--- src/rtl/alarm_pkg.sv ---
// Shared types and constants for the alarm snooze controller.
package alarm_pkg;

  localparam int unsigned TIMER_W = 16;
  localparam int unsigned CNT_W   = 3;

  localparam int unsigned SNOOZE_SEC_DEF       = 300;
  localparam int unsigned RING_TIMEOUT_SEC_DEF = 60;
  localparam int unsigned MAX_SNOOZE_DEF       = 3;

  typedef enum logic [1:0] {
    StIdle,
    StRing,
    StSnooze,
    StWaitClear
  } alarm_state_e;

endpackage

--- src/rtl/alarm_tick_timer.sv ---
// Loadable seconds countdown shared by the ring and snooze phases.
module alarm_tick_timer
  import alarm_pkg::*;
#(
  parameter int unsigned Width = TIMER_W
) (
  input  logic             clk_i,
  input  logic             rst_i,
  input  logic             load_i,
  input  logic [Width-1:0] load_val_i,
  input  logic             tick_i,
  output logic [Width-1:0] value_o,
  output logic             is_one_o
);

  logic [Width-1:0] value_q, value_d;

  // Load wins over decrement; the count never drops below 1 on its own.
  always_comb begin
    value_d = value_q;
    if (load_i) begin
      value_d = load_val_i;
    end else if (tick_i && (value_q > Width'(1))) begin
      value_d = value_q - Width'(1);
    end
  end

  // Counter register.
  always_ff @(posedge clk_i or posedge rst_i) begin
    if (rst_i) begin
      value_q <= '0;
    end else begin
      value_q <= value_d;
    end
  end

  assign value_o  = value_q;
  assign is_one_o = (value_q == Width'(1));

endmodule

--- src/rtl/alarm_snooze_ctrl.sv ---
// Alarm event controller: ring, snooze, unattended timeout and wait-for-clear.
module alarm_snooze_ctrl
  import alarm_pkg::*;
#(
  parameter int unsigned SNOOZE_SEC       = SNOOZE_SEC_DEF,
  parameter int unsigned RING_TIMEOUT_SEC = RING_TIMEOUT_SEC_DEF,
  parameter int unsigned MAX_SNOOZE       = MAX_SNOOZE_DEF
) (
  input  logic               clock,
  input  logic               reset,
  input  logic               alarm_ringing,
  input  logic               sec_tick,
  input  logic               snooze_btn,
  input  logic               stop_btn,
  output logic               buzzer,
  output logic               ringing,
  output logic               snoozing,
  output logic [CNT_W-1:0]   snooze_count,
  output logic [TIMER_W-1:0] remaining_sec,
  output logic               timed_out
);

  alarm_state_e       state_q, state_d;
  logic               ring_q, ring_d;
  logic               phase_q, phase_d;
  logic [CNT_W-1:0]   cnt_q, cnt_d;
  logic               buzzer_q, buzzer_d;
  logic               timed_out_q, timed_out_d;

  logic               tmr_load;
  logic [TIMER_W-1:0] tmr_load_val;
  logic               tmr_dec;
  logic [TIMER_W-1:0] tmr_value;
  logic               tmr_is_one;
  logic               start;

  // A rising level on alarm_ringing starts an event; ring_q resets low on purpose.
  assign start = alarm_ringing && !ring_q;

  alarm_tick_timer #(
    .Width(TIMER_W)
  ) u_timer (
    .clk_i     (clock),
    .rst_i     (reset),
    .load_i    (tmr_load),
    .load_val_i(tmr_load_val),
    .tick_i    (tmr_dec),
    .value_o   (tmr_value),
    .is_one_o  (tmr_is_one)
  );

  // State register.
  always_ff @(posedge clock or posedge reset) begin
    if (reset) begin
      state_q <= StIdle;
    end else begin
      state_q <= state_d;
    end
  end

  // Datapath registers alongside the FSM.
  always_ff @(posedge clock or posedge reset) begin
    if (reset) begin
      ring_q      <= 1'b0;
      phase_q     <= 1'b0;
      cnt_q       <= '0;
      buzzer_q    <= 1'b0;
      timed_out_q <= 1'b0;
    end else begin
      ring_q      <= ring_d;
      phase_q     <= phase_d;
      cnt_q       <= cnt_d;
      buzzer_q    <= buzzer_d;
      timed_out_q <= timed_out_d;
    end
  end

  // Next-state and timer control; priority is stop > snooze > tick.
  always_comb begin
    state_d      = state_q;
    ring_d       = alarm_ringing;
    phase_d      = phase_q;
    cnt_d        = cnt_q;
    timed_out_d  = 1'b0;
    tmr_load     = 1'b0;
    tmr_load_val = '0;
    tmr_dec      = 1'b0;
    // Buzzer lags the state/phase it reflects by one cycle.
    buzzer_d     = (state_q == StRing) && phase_q;

    unique case (state_q)
      StIdle: begin
        if (start) begin
          state_d      = StRing;
          tmr_load     = 1'b1;
          tmr_load_val = TIMER_W'(RING_TIMEOUT_SEC);
          phase_d      = 1'b1;
        end
      end
      StRing: begin
        if (stop_btn) begin
          state_d  = StWaitClear;
          tmr_load = 1'b1;
          phase_d  = 1'b0;
        end else if (snooze_btn && (cnt_q < CNT_W'(MAX_SNOOZE))) begin
          state_d      = StSnooze;
          tmr_load     = 1'b1;
          tmr_load_val = TIMER_W'(SNOOZE_SEC);
          cnt_d        = cnt_q + CNT_W'(1);
        end else if (sec_tick) begin
          // A snooze press at the limit is treated as no press at all.
          if (tmr_is_one) begin
            state_d     = StWaitClear;
            tmr_load    = 1'b1;
            phase_d     = 1'b0;
            timed_out_d = 1'b1;
          end else begin
            tmr_dec = 1'b1;
            phase_d = ~phase_q;
          end
        end
      end
      StSnooze: begin
        if (stop_btn) begin
          state_d  = StWaitClear;
          tmr_load = 1'b1;
          phase_d  = 1'b0;
        end else if (sec_tick) begin
          if (tmr_is_one) begin
            state_d      = StRing;
            tmr_load     = 1'b1;
            tmr_load_val = TIMER_W'(RING_TIMEOUT_SEC);
            phase_d      = 1'b1;
          end else begin
            tmr_dec = 1'b1;
          end
        end
      end
      StWaitClear: begin
        // Hold off until the match minute ends so the same alarm cannot re-fire.
        if (!alarm_ringing) begin
          state_d = StIdle;
          cnt_d   = '0;
        end
      end
      default: begin
        state_d = StIdle;
      end
    endcase
  end

  // Moore outputs.
  always_comb begin
    ringing       = (state_q == StRing);
    snoozing      = (state_q == StSnooze);
    buzzer        = buzzer_q;
    timed_out     = timed_out_q;
    snooze_count  = cnt_q;
    remaining_sec = tmr_value;
  end

endmodule

--- config.mk ---
export PLATFORM = sky130hd
export DESIGN_NAME = alarm_snooze_ctrl
export DESIGN_NICKNAME = d
export VERILOG_FILES = /design/src/rtl/alarm_pkg.sv /design/src/rtl/alarm_tick_timer.sv /design/src/rtl/alarm_snooze_ctrl.sv
export SDC_FILE = /design/constraint.sdc
export NUM_CORES = 1
export LEC_CHECK = 0
export BUFFER_PORTS_ARGS = -buffer_cell sky130_fd_sc_hd__buf_2
export CORE_ASPECT_RATIO = 1.2
export CORE_UTILIZATION = 58
export CTS_CLUSTER_SIZE = 20
export DETAILED_ROUTE_END_ITERATION = 6
export PLACE_DENSITY_LB_ADDON = 0.15
export SLEW_MARGIN = 5
export SYNTH_ARGS = -nofsm -noshare
export SYNTH_HDL_FRONTEND = slang
export SYNTH_SLANG_ARGS = --single-unit
--- constraint.sdc ---
create_clock -name clock -period 6.32 [get_ports clock]
set_input_delay 1.896 -clock clock [delete_from_list [all_inputs] [get_ports clock]]
set_output_delay 1.896 -clock clock [all_outputs]
set_load 0.05 [all_outputs]
==> results of run 1 <==
## layer usage
| metal | share of wire | wire length, µm | vias up |
|---|---|---|---|
| met5 | 0 | 0 | - |
| li1 | - | - | 629 |
| met2 | 0.54 | 1760 | 35 |
| met3 | 0.027 | 89 | 7 |
| met4 | 0.022 | 72 | 0 |
| met1 | 0.41 | 1340 | 598 |
## layout make-up
cell class | instances | area, µm²
Fill cell | 185 | 668
Multi-Input combinational cell | 119 | 821
Timing Repair Buffer | 28 | 140
Inverter | 9 | 33.8
Clock buffer | 4 | 26.3
Tap cell | 31 | 38.8
Sequential cell | 25 | 626
## metrics by stage
step	cells	hold slack [ns]	utilization	power, mW	area (µm²)
after global placement	212	0.505	0.705	0.802	1660
after global routing	216	0.567	0.716	0.952	1690
after detailed placement	212	0.514	0.705	0.814	1660
after floorplan	155	0.479	-	0.699	1500
after CTS	216	0.550	0.716	0.887	1690
final	216	0.546	0.716	0.889	1690
## report_power, final
part / internal [mW] / switching, mW / total [mW]
sequential: 0.206 / 0.0507 / 0.257
combinational: 0.175 / 0.383 / 0.558
clock: 0.0248 / 0.0487 / 0.0734
total: 0.407 / 0.482 / 0.889
## worst min-delay path by stage
stage | start | endpoint | slack (ns) | depth (start not counted)
floorplan | phase_q | buzzer | 0.48 | 1
global placement | snooze_count[0] | snooze_count[0] | 0.51 | 1
detailed placement | phase_q | buzzer | 0.51 | 1
CTS | phase_q | buzzer | 0.55 | 1
global route | phase_q | buzzer | 0.57 | 1
finish | snooze_count[0] | snooze_count[0] | 0.55 | 1
## sequential cells by signal (all words and copies together) (netlist names)
| signal | flops |
|---|---|
| ring_q | 1 |
| timed_out | 1 |
| phase_q | 1 |
| state_q | 2 |
| u_timer.value_o | 16 |
| snooze_count | 3 |
| buzzer | 1 |
## cell usage in the layout (no fill, tap or decap), types with 3 or more instances in the layout
| cell | Yosys | final |
|---|---|---|
| inv_1 | 9 | 9 |
| xnor2_1 | 10 | 10 |
| o31ai_1 | 3 | 3 |
| nand2_1 | 3 | 3 |
| nor3_1 | 8 | 8 |
| mux2i_1 | 3 | 3 |
| mux2_2 | 3 | 3 |
| o21ai_0 | 3 | 3 |
| or4_1 | 5 | 5 |
| nand2b_1 | 3 | 3 |
| clkbuf_4 | 0 | 3 |
| ha_1 | 9 | 9 |
| a21oi_1 | 12 | 12 |
| buf_2 | 0 | 28 |
| dfrtp_1 | 25 | 25 |
| or3_1 | 6 | 6 |
| nor4_1 | 6 | 6 |
| nor2_1 | 19 | 19 |
## cells by family (layout without fill, tap and decap cells)
group	count (synthesis)	count (layout)	share of synthesized area
simple gates	63	63	0.238
mux	6	6	0.0427
xor+xnor	11	11	0.0644
flops	25	25	0.418
buf+inv	11	41	0.0326
compound gates	30	30	0.129
fa+ha+maj	9	9	0.0753
## critical path, delay by kind of cell
kind	cells	cell delay, ns
buffers and inverters	1	0.13
AND/OR/NAND/NOR	3	1.22
AO/OA/AOI/OAI	3	0.77
==> metrics, run 1 <==
r2r worst-path depth=6; post-route setup slack=2.56 ns; CTS-repair resized insts=0; Initial DRC Count=52; critical path data arrival time=4.02 ns; Die Ht=57.6 µm; setup bufs post-CTS=0; ys flop type=dfrtp_1; power per cell area=around 530 nW/µm²; hold_buf cts=0; r2r setup slk=3.47 ns; most frequent cell after synthesis=dfrtp_1; Root Driver=clkbuf_4; Seq cells post-synth=25; diode count=0; final period utilization=0.595; max-cap viol count=0; fin. max-slew vios=0; layout cell share with drive strength beyond 1=0.211; CP Capture Type=flop; GR Overflow Total=0; final setup violation count=0; worst hold path class=flop to flop; GR Util met1=0.311; CTS clk-pin slew, worst paths=0.13 ns; met2 Track Usage GR=0.457; status=complete, no violations; most frequent cells after synthesis=dfrtp_1, nor2_1, a21oi_1, xnor2_1; Setup crit end=u_timer.value_o[13]; worst slew pin tran=0.945 ns; startpoint types=primary input; Place WS=2.29 ns; HPWL Detailed=between 2000 and 3000 µm; Synth warnings=0; Synth Area per Inst=9.65 µm²; post-synth cell types=39; first-pass GRT wire length=5490 µm; vias in the first global route=around 1200; post-synth top area share=0.418; Post-synth EDFFs=0; DR DRC count=0; Final Routed Wirelength=3260 µm; Most Crowded Layer GR=met2; Seq/Total Area, Yosys=0.418; WL/cell=approximately 15 µm; FP Rows=19; core area=2350 µm²; WS Path Type=primary input to flop; Crit. Startpoint=stop_btn; Nets=between 200 and 250; RR Startpoint=u_timer.value_o[11]; initial antenna violation count=0; clk sink count=25; asr flop ratio synth=1.00; CTS buffer count=3; GP Congestion=between 0.9 and 1; CTS tree=built; Peak VDD IR=0.347 mV; Synth Cell Area=1500 µm²; Synth-to-Final Area Change=12.7%; Worst EP required=6.58 ns; DR vias=1269; Hold Vio Cnt, Final=0; worst-path maximum fanout=7; Die Footprint=2790 µm²; LEAKAGE=between 0.8 and 0.9 nW; Longest Clk Path Bufs=2; Slew Limit Headroom=0.370; most area-consuming cells after synthesis=dfrtp_1, ha_1, xnor2_1, nor2_1, a21oi_1; CTS H-tree depth=1; slowest stage delay, CP=0.60 ns; post-route ant nets=0; largest net degree at the start of global routing=26; worst clock skew=0.00360 ns; fin crit period=roughly 3.8 ns; Syn Inst Count=155; FF-to-FF End=u_timer.value_o[14]; GRT Total Usage=0.257; CP Cell Sequence=buf_2 -> nand2b_1 -> a31oi_1 -> o211ai_1 -> or4_4 -> or4_1 -> a21oi_1; Max Fclk=266 MHz; initial core utilization=0.635; Die W=48.4 µm; cell taking the most area after synthesis=dfrtp_1; critical path's slowest cell=or4_4; RSZ-0062 raised after global routing=no; met3 Resource Use GR=0.0262; Total Neg Setup Slack=0 ns; clock latency on the worst-skew pair=0.33 ns; vias per std cell=5.88; Ports=29; IO Port Bufs=28; 1st-pass router iterations=4; syn_nets=170
No activity file was read; power rests on OpenSTA's default activity.
==> run 2, diff against run 1 <==
Settings changed: CORE_UTILIZATION 58 to 54.
Clock period 6.32 ns to 3.8 ns, I/O delays scaled along.
==> run 2 against run 1 <==
  * Combinational power up 66%
  * Core utilization down 6.1 points
  * Largest cell class unchanged
  * Sequential power up 66%
  * Sequential share of layout area down 0.055 points
  * Die area up 7.1%
==> metrics, run 2 (same netlist as run 1, synthesis figures left out) <==
status=complete, no violations; max-cap viol count=0 (unchanged); LEAKAGE=0.819 nW (unchanged); critical path data arrival time=3.26 ns (-0.76 ns); CP Capture Type=flop; diode count=0 (unchanged); GRT Total Usage=0.232 (-0.0247); DR vias=1297 (+2.2%); max reg flops=16 (unchanged); Die Footprint=2980 µm² (+7.1%); setup bufs post-CTS=0 (unchanged); worst slew pin tran=0.928 ns (-0.0161 ns); CP Cell Sequence=buf_2 -> nand2b_1 -> a31oi_1 -> o211ai_1 -> or4_4 -> or4_1 -> a21oi_1; Slew Limit Headroom=0.380 (+0.0108); RSZ-0062 raised after global routing=no; Worst Hold Path Cells=1 (unchanged); FF-to-FF End=u_timer.value_o[13]; Longest Clk Path Bufs=2 (unchanged); hold_buf cts=0 (unchanged); CTS buffer count=3 (unchanged); IO Port Bufs=28 (unchanged); Initial DRC Count=31 (-40%); HPWL Detailed=2470 µm (-2.1%); first-pass GRT wire length=5200 µm (-5.4%); initial antenna violation count=0 (unchanged); slowest stage delay, CP=0.60 ns (about the same); worst clock skew=0.00200 ns (-0.00160 ns); initial core utilization=0.580 (-0.0552); FP Rows=20 (+1); Root Driver=clkbuf_4; Hold Path Origin=snooze_count[0]; layout cell share with drive strength beyond 1=0.211 (unchanged); Nets=201 (unchanged); WS Path Type=primary input to flop; Final Routed Wirelength=3140 µm (-4.0%); fin. max-slew vios=0 (unchanged); Hold EP=snooze_count[0]; Die Ht=59.6 µm (+3.5%); filler cell count=228 (+23%); Hold WS=0.539 ns (-0.00771 ns); most common cell after layout, fill and taps aside=buf_2; Peak VDD IR=0.464 mV (+34%); startpoint types=primary input; Hold Vio Cnt, Final=0 (unchanged); post-route ant nets=0 (unchanged); worst-path maximum fanout=7 (unchanged); CTS tree=built; Crit. Startpoint=stop_btn; CTS-repair resized insts=0 (unchanged); 1st-pass router iterations=4 (unchanged); final period utilization=0.794; final setup violation count=0 (unchanged); commonest non-fill, non-tap cells in the layout=buf_2, dfrtp_1, nor2_1, a21oi_1, xnor2_1; Total Neg Setup Slack=0 ns (unchanged); Multi-input gate area=821 µm² (unchanged); vias per std cell=5.95 (+1.3%); worst hold path class=flop to flop; GP Congestion=0.942 (+2.1%); CTS H-tree depth=1 (unchanged); RR Startpoint=state_q[1]; r2r setup slk=0.93 ns (-2.54 ns); Ports=29 (unchanged); Die W=50.0 µm (+3.5%); largest net degree at the start of global routing=26 (unchanged); Worst EP required=4.04 ns (-2.54 ns); clock latency on the worst-skew pair=0.31 ns (-0.02 ns); FF+latch area=626 µm² (unchanged); Max Fclk=331 MHz; critical path's slowest cell=or4_4; CTS clk-pin slew, worst paths=0.13 ns (about the same); vias in the first global route=1177 (-3.4%); GR Overflow Total=0 (unchanged); Synth-to-Final Area Change=12.9%; DR DRC count=0 (unchanged); WL/cell=14.4 µm (-4.8%); power per cell area=871 nW/µm² (+65%); clk sink count=25 (unchanged); r2r worst-path depth=8 (+2); fin crit period=3.02 ns; core area=2580 µm² (+9.5%)
[run 2: layout make-up]
type,instances,share of cell area
Inverter,9,0.0200
Sequential cell,25,0.371
Multi-Input combinational cell,119,0.486
Timing Repair Buffer,28,0.0830
Clock buffer,4,0.0156
Tap cell,33,0.0245
[run 2: worst max-delay path: cells and delay by family]
| kind | cells | cell delay, ns |
|---|---|---|
| AO/OA/AOI/OAI | 3 | 0.76 |
| AND/OR/NAND/NOR | 3 | 1.22 |
| buffers and inverters | 1 | 0.12 |
[run 2: power breakdown]
| group | switching, mW | leakage, nW | internal [mW] | total, mW |
|---|---|---|---|---|
| clock network | 0.0774 | 0.0150 | 0.0410 | 0.118 |
| registers | 0.0837 | 0.329 | 0.343 | 0.427 |
| logic | 0.634 | 0.475 | 0.291 | 0.925 |
[run 2: worst max path at each step]
stage | end | cells past startpoint
final | u_timer.value_o[13] | 7
after global routing | u_timer.value_o[13] | 7
after CTS | u_timer.value_o[13] | 7
after detailed placement | u_timer.value_o[13] | 7
after global placement | u_timer.value_o[13] | 7
after floorplan | u_timer.value_o[13] | 6
[run 2: layer usage]
| metal | track usage | wire length (µm) | vias up |
|---|---|---|---|
| li1 | - | - | 627 |
| met1 | 0.284 | 1330 | 632 |
| met2 | 0.402 | 1640 | 28 |
| met3 | 0.0308 | 95 | 10 |
| met4 | 0.110 | 69 | 0 |
| met5 | 0 | 0 | - |
[run 2: per-stage QoR]
stage | area, µm² | setup slack [ns] | util | total power, mW | cells
3_5_place_dp | 1660 | 0.461 | 0.645 | 1.36 | 214
2_1_floorplan | 1500 | 0.831 | - | 1.16 | 155
3_3_place_gp | 1660 | 0.598 | 0.645 | 1.34 | 214
6_report | 1690 | 0.783 | 0.655 | 1.47 | 218
4_1_cts | 1690 | 0.807 | 0.655 | 1.48 | 218
5_1_grt | 1690 | 0.656 | 0.655 | 1.58 | 218
==> run 3, diff against run 2 <==
Settings changed: CORE_UTILIZATION 54 to 49.
Clock period 3.8 ns to 2.58 ns, I/O delays scaled along.
==> run 3 against run 2 <==
  * Cell count increased by 8.7%
  * Critical path depth down 2
  * Via count is 4.9% higher
  * First-iteration DRC count is 26% lower
  * Non-clock buffer count is 18 higher
  * Die area grew 9.8%
  * Global-route usage increased by 1.2 points
  * Critical endpoint unchanged
  * Largest cell class unchanged
==> metrics, run 3 (same netlist as run 1, synthesis figures left out) <==
status=complete, no violations; Peak VDD IR=0.806 mV (+74%); GRT Total Usage=0.244 (+0.0115); Die Ht=62.5 µm (+4.8%); Hold Vio Cnt, Final=0 (unchanged); layout cell share with drive strength beyond 1=0.340 (+0.129); Place WS=0.0238 ns (-0.438 ns); 1st-pass router iterations=4 (unchanged); CTS-repair resized insts=0 (unchanged); r2r setup slk=0.11 ns (-0.82 ns); Ports=29 (unchanged); max-cap viol count=0 (unchanged); power per cell area=1300 nW/µm² (+49%); RSZ-0062 raised after global routing=no; clk sink count=25 (unchanged); post-route setup slack=0.109 ns (-0.674 ns); instance count on the critical path=5 (-2); CTS buffer count=3 (unchanged); LEAKAGE=0.904 nW (+10%); diode count=0 (unchanged); FF-to-FF End=u_timer.value_o[13]; most common cell after layout, fill and taps aside=buf_2; worst slew pin tran=0.414 ns (-0.514 ns); startpoint types=flop; setup bufs post-CTS=0 (unchanged); Finished Layout Cells=237 (+8.7%); CP Cell Sequence=or4_4 -> or3_4 -> or4_4 -> or4_1 -> a21oi_1; vias per std cell=5.74 (-3.5%); GP Congestion=0.853 (-9.4%); vias in the first global route=1386 (+18%); final period utilization=0.958; initial antenna violation count=0 (unchanged); Max Fclk=405 MHz; CTS tree=built; commonest non-fill, non-tap cells in the layout=buf_2, nor2_1, dfrtp_1, buf_4, a21oi_1; Slew Limit Headroom=0.722 (+0.341); CP delay by family, top=simple AND/OR/NAND/NOR gates; WS Path Type=flop to flop; initial core utilization=0.527 (-0.0532); critical path data arrival time=2.74 ns (-0.52 ns); CTS clk-pin slew, worst paths=0.14 ns (about the same); first-pass GRT wire length=6100 µm (+17%); Worst EP required=2.85 ns (-1.19 ns); r2r worst-path depth=5 (-3); Root Driver=clkbuf_4; hold_buf cts=0 (unchanged); Die W=52.4 µm (+4.8%); GR Overflow Total=0 (unchanged); IO Port Bufs=28 (unchanged); largest net degree at the start of global routing=26 (unchanged); HPWL Detailed=2630 µm (+6.2%); RR Startpoint=u_timer.value_o[4]; final setup violation count=0 (unchanged); fin crit period=2.47 ns; Worst path most repeated cell=or4_4; max reg flops=16 (unchanged); Cells after DPL=233 (+8.9%); Die Footprint=3280 µm² (+9.8%); CP Capture Type=flop; worst clock skew=0.00381 ns (+0.00181 ns); Initial DRC Count=23 (-26%); CTS H-tree depth=1 (unchanged); critical path's slowest cell=or4_4; DR DRC count=0 (unchanged); Nets=219 (+9.0%); Final Routed Wirelength=3410 µm (+8.7%); Design Power=2.43 mW (+65%); Synth-to-Final Area Change=25.4%; core area=2840 µm² (+10%); FP Rows=21 (+5.0%); Buf/Inv on CP=0 (-1); clock latency on the worst-skew pair=0.32 ns (about the same); worst-path maximum fanout=9 (+2); post-route ant nets=0 (unchanged); WL/cell=14.4 µm (about the same); worst hold path class=primary input to async pin; fin. max-slew vios=0 (unchanged); Longest Clk Path Bufs=2 (unchanged); DR vias=1360 (+4.9%); slowest stage delay, CP=0.55 ns (-0.05 ns)
## run 3: changes by cell type in the layout (fill, tap and decap cells not counted), moves of 2 or more
| cell | delta |
|---|---|
| dfrtp_2 | +6 |
| ha_1 | -2 |
| buf_4 | +18 |
| dfrtp_1 | -6 |
## run 3: layout make-up
cell class	count	area, µm²
Clock buffer	4	26.3
Fill cell	235	962
Inverter	9	33.8
Multi-Input combinational cell	119	865
Sequential cell	25	633
Tap cell	34	42.5
Timing Repair Buffer	46	275
## run 3: how the worst max path moves through the flow
stage / to / slack [ns] / startpoint
after floorplan: u_timer.value_o[13] / -0.03 / u_timer.value_o[4]
after global placement: u_timer.value_o[13] / 0.07 / u_timer.value_o[4]
after detailed placement: u_timer.value_o[13] / 0.02 / stop_btn
after CTS: u_timer.value_o[13] / 0.0004 / u_timer.value_o[4]
after global routing: u_timer.value_o[13] / 0.03 / state_q[1]
final: u_timer.value_o[13] / 0.11 / u_timer.value_o[4]
## run 3: per-stage QoR
stage          instance area [µm²]  hold slack [ns]  TNS, ns  utilization
6_report                      1880            0.462        0        0.661
5_1_grt                       1880            0.508        0        0.661
4_1_cts                       1860            0.476        0        0.656
3_5_place_dp                  1830            0.524        0        0.646
3_3_place_gp                  1830            0.514        0        0.646
2_1_floorplan                 1530            0.479  -0.0416            -
## run 3: where the power goes
group          switching [mW]  total, mW  internal, mW
logic                    1.01       1.63         0.617
registers               0.108      0.619         0.510
clock network           0.120      0.180        0.0607
## run 3: layer usage
metal / GRT usage / share of wire / vias up / wire length (µm)
li1: - / - / 662 / -
met1: 0.318 / 0.44 / 651 / 1510
met2: 0.402 / 0.51 / 38 / 1740
met3: 0.0219 / 0.025 / 9 / 86
met4: 0.102 / 0.021 / 0 / 71
met5: 0 / 0 / - / 0
## run 3: worst reg2reg max path, cell delays in order, from the launching register on
cell	delay, ns
dfrtp_2	0.43
or4_4	0.55
or3_4	0.45
or4_4	0.46
or4_1	0.41
a21oi_1	0.13
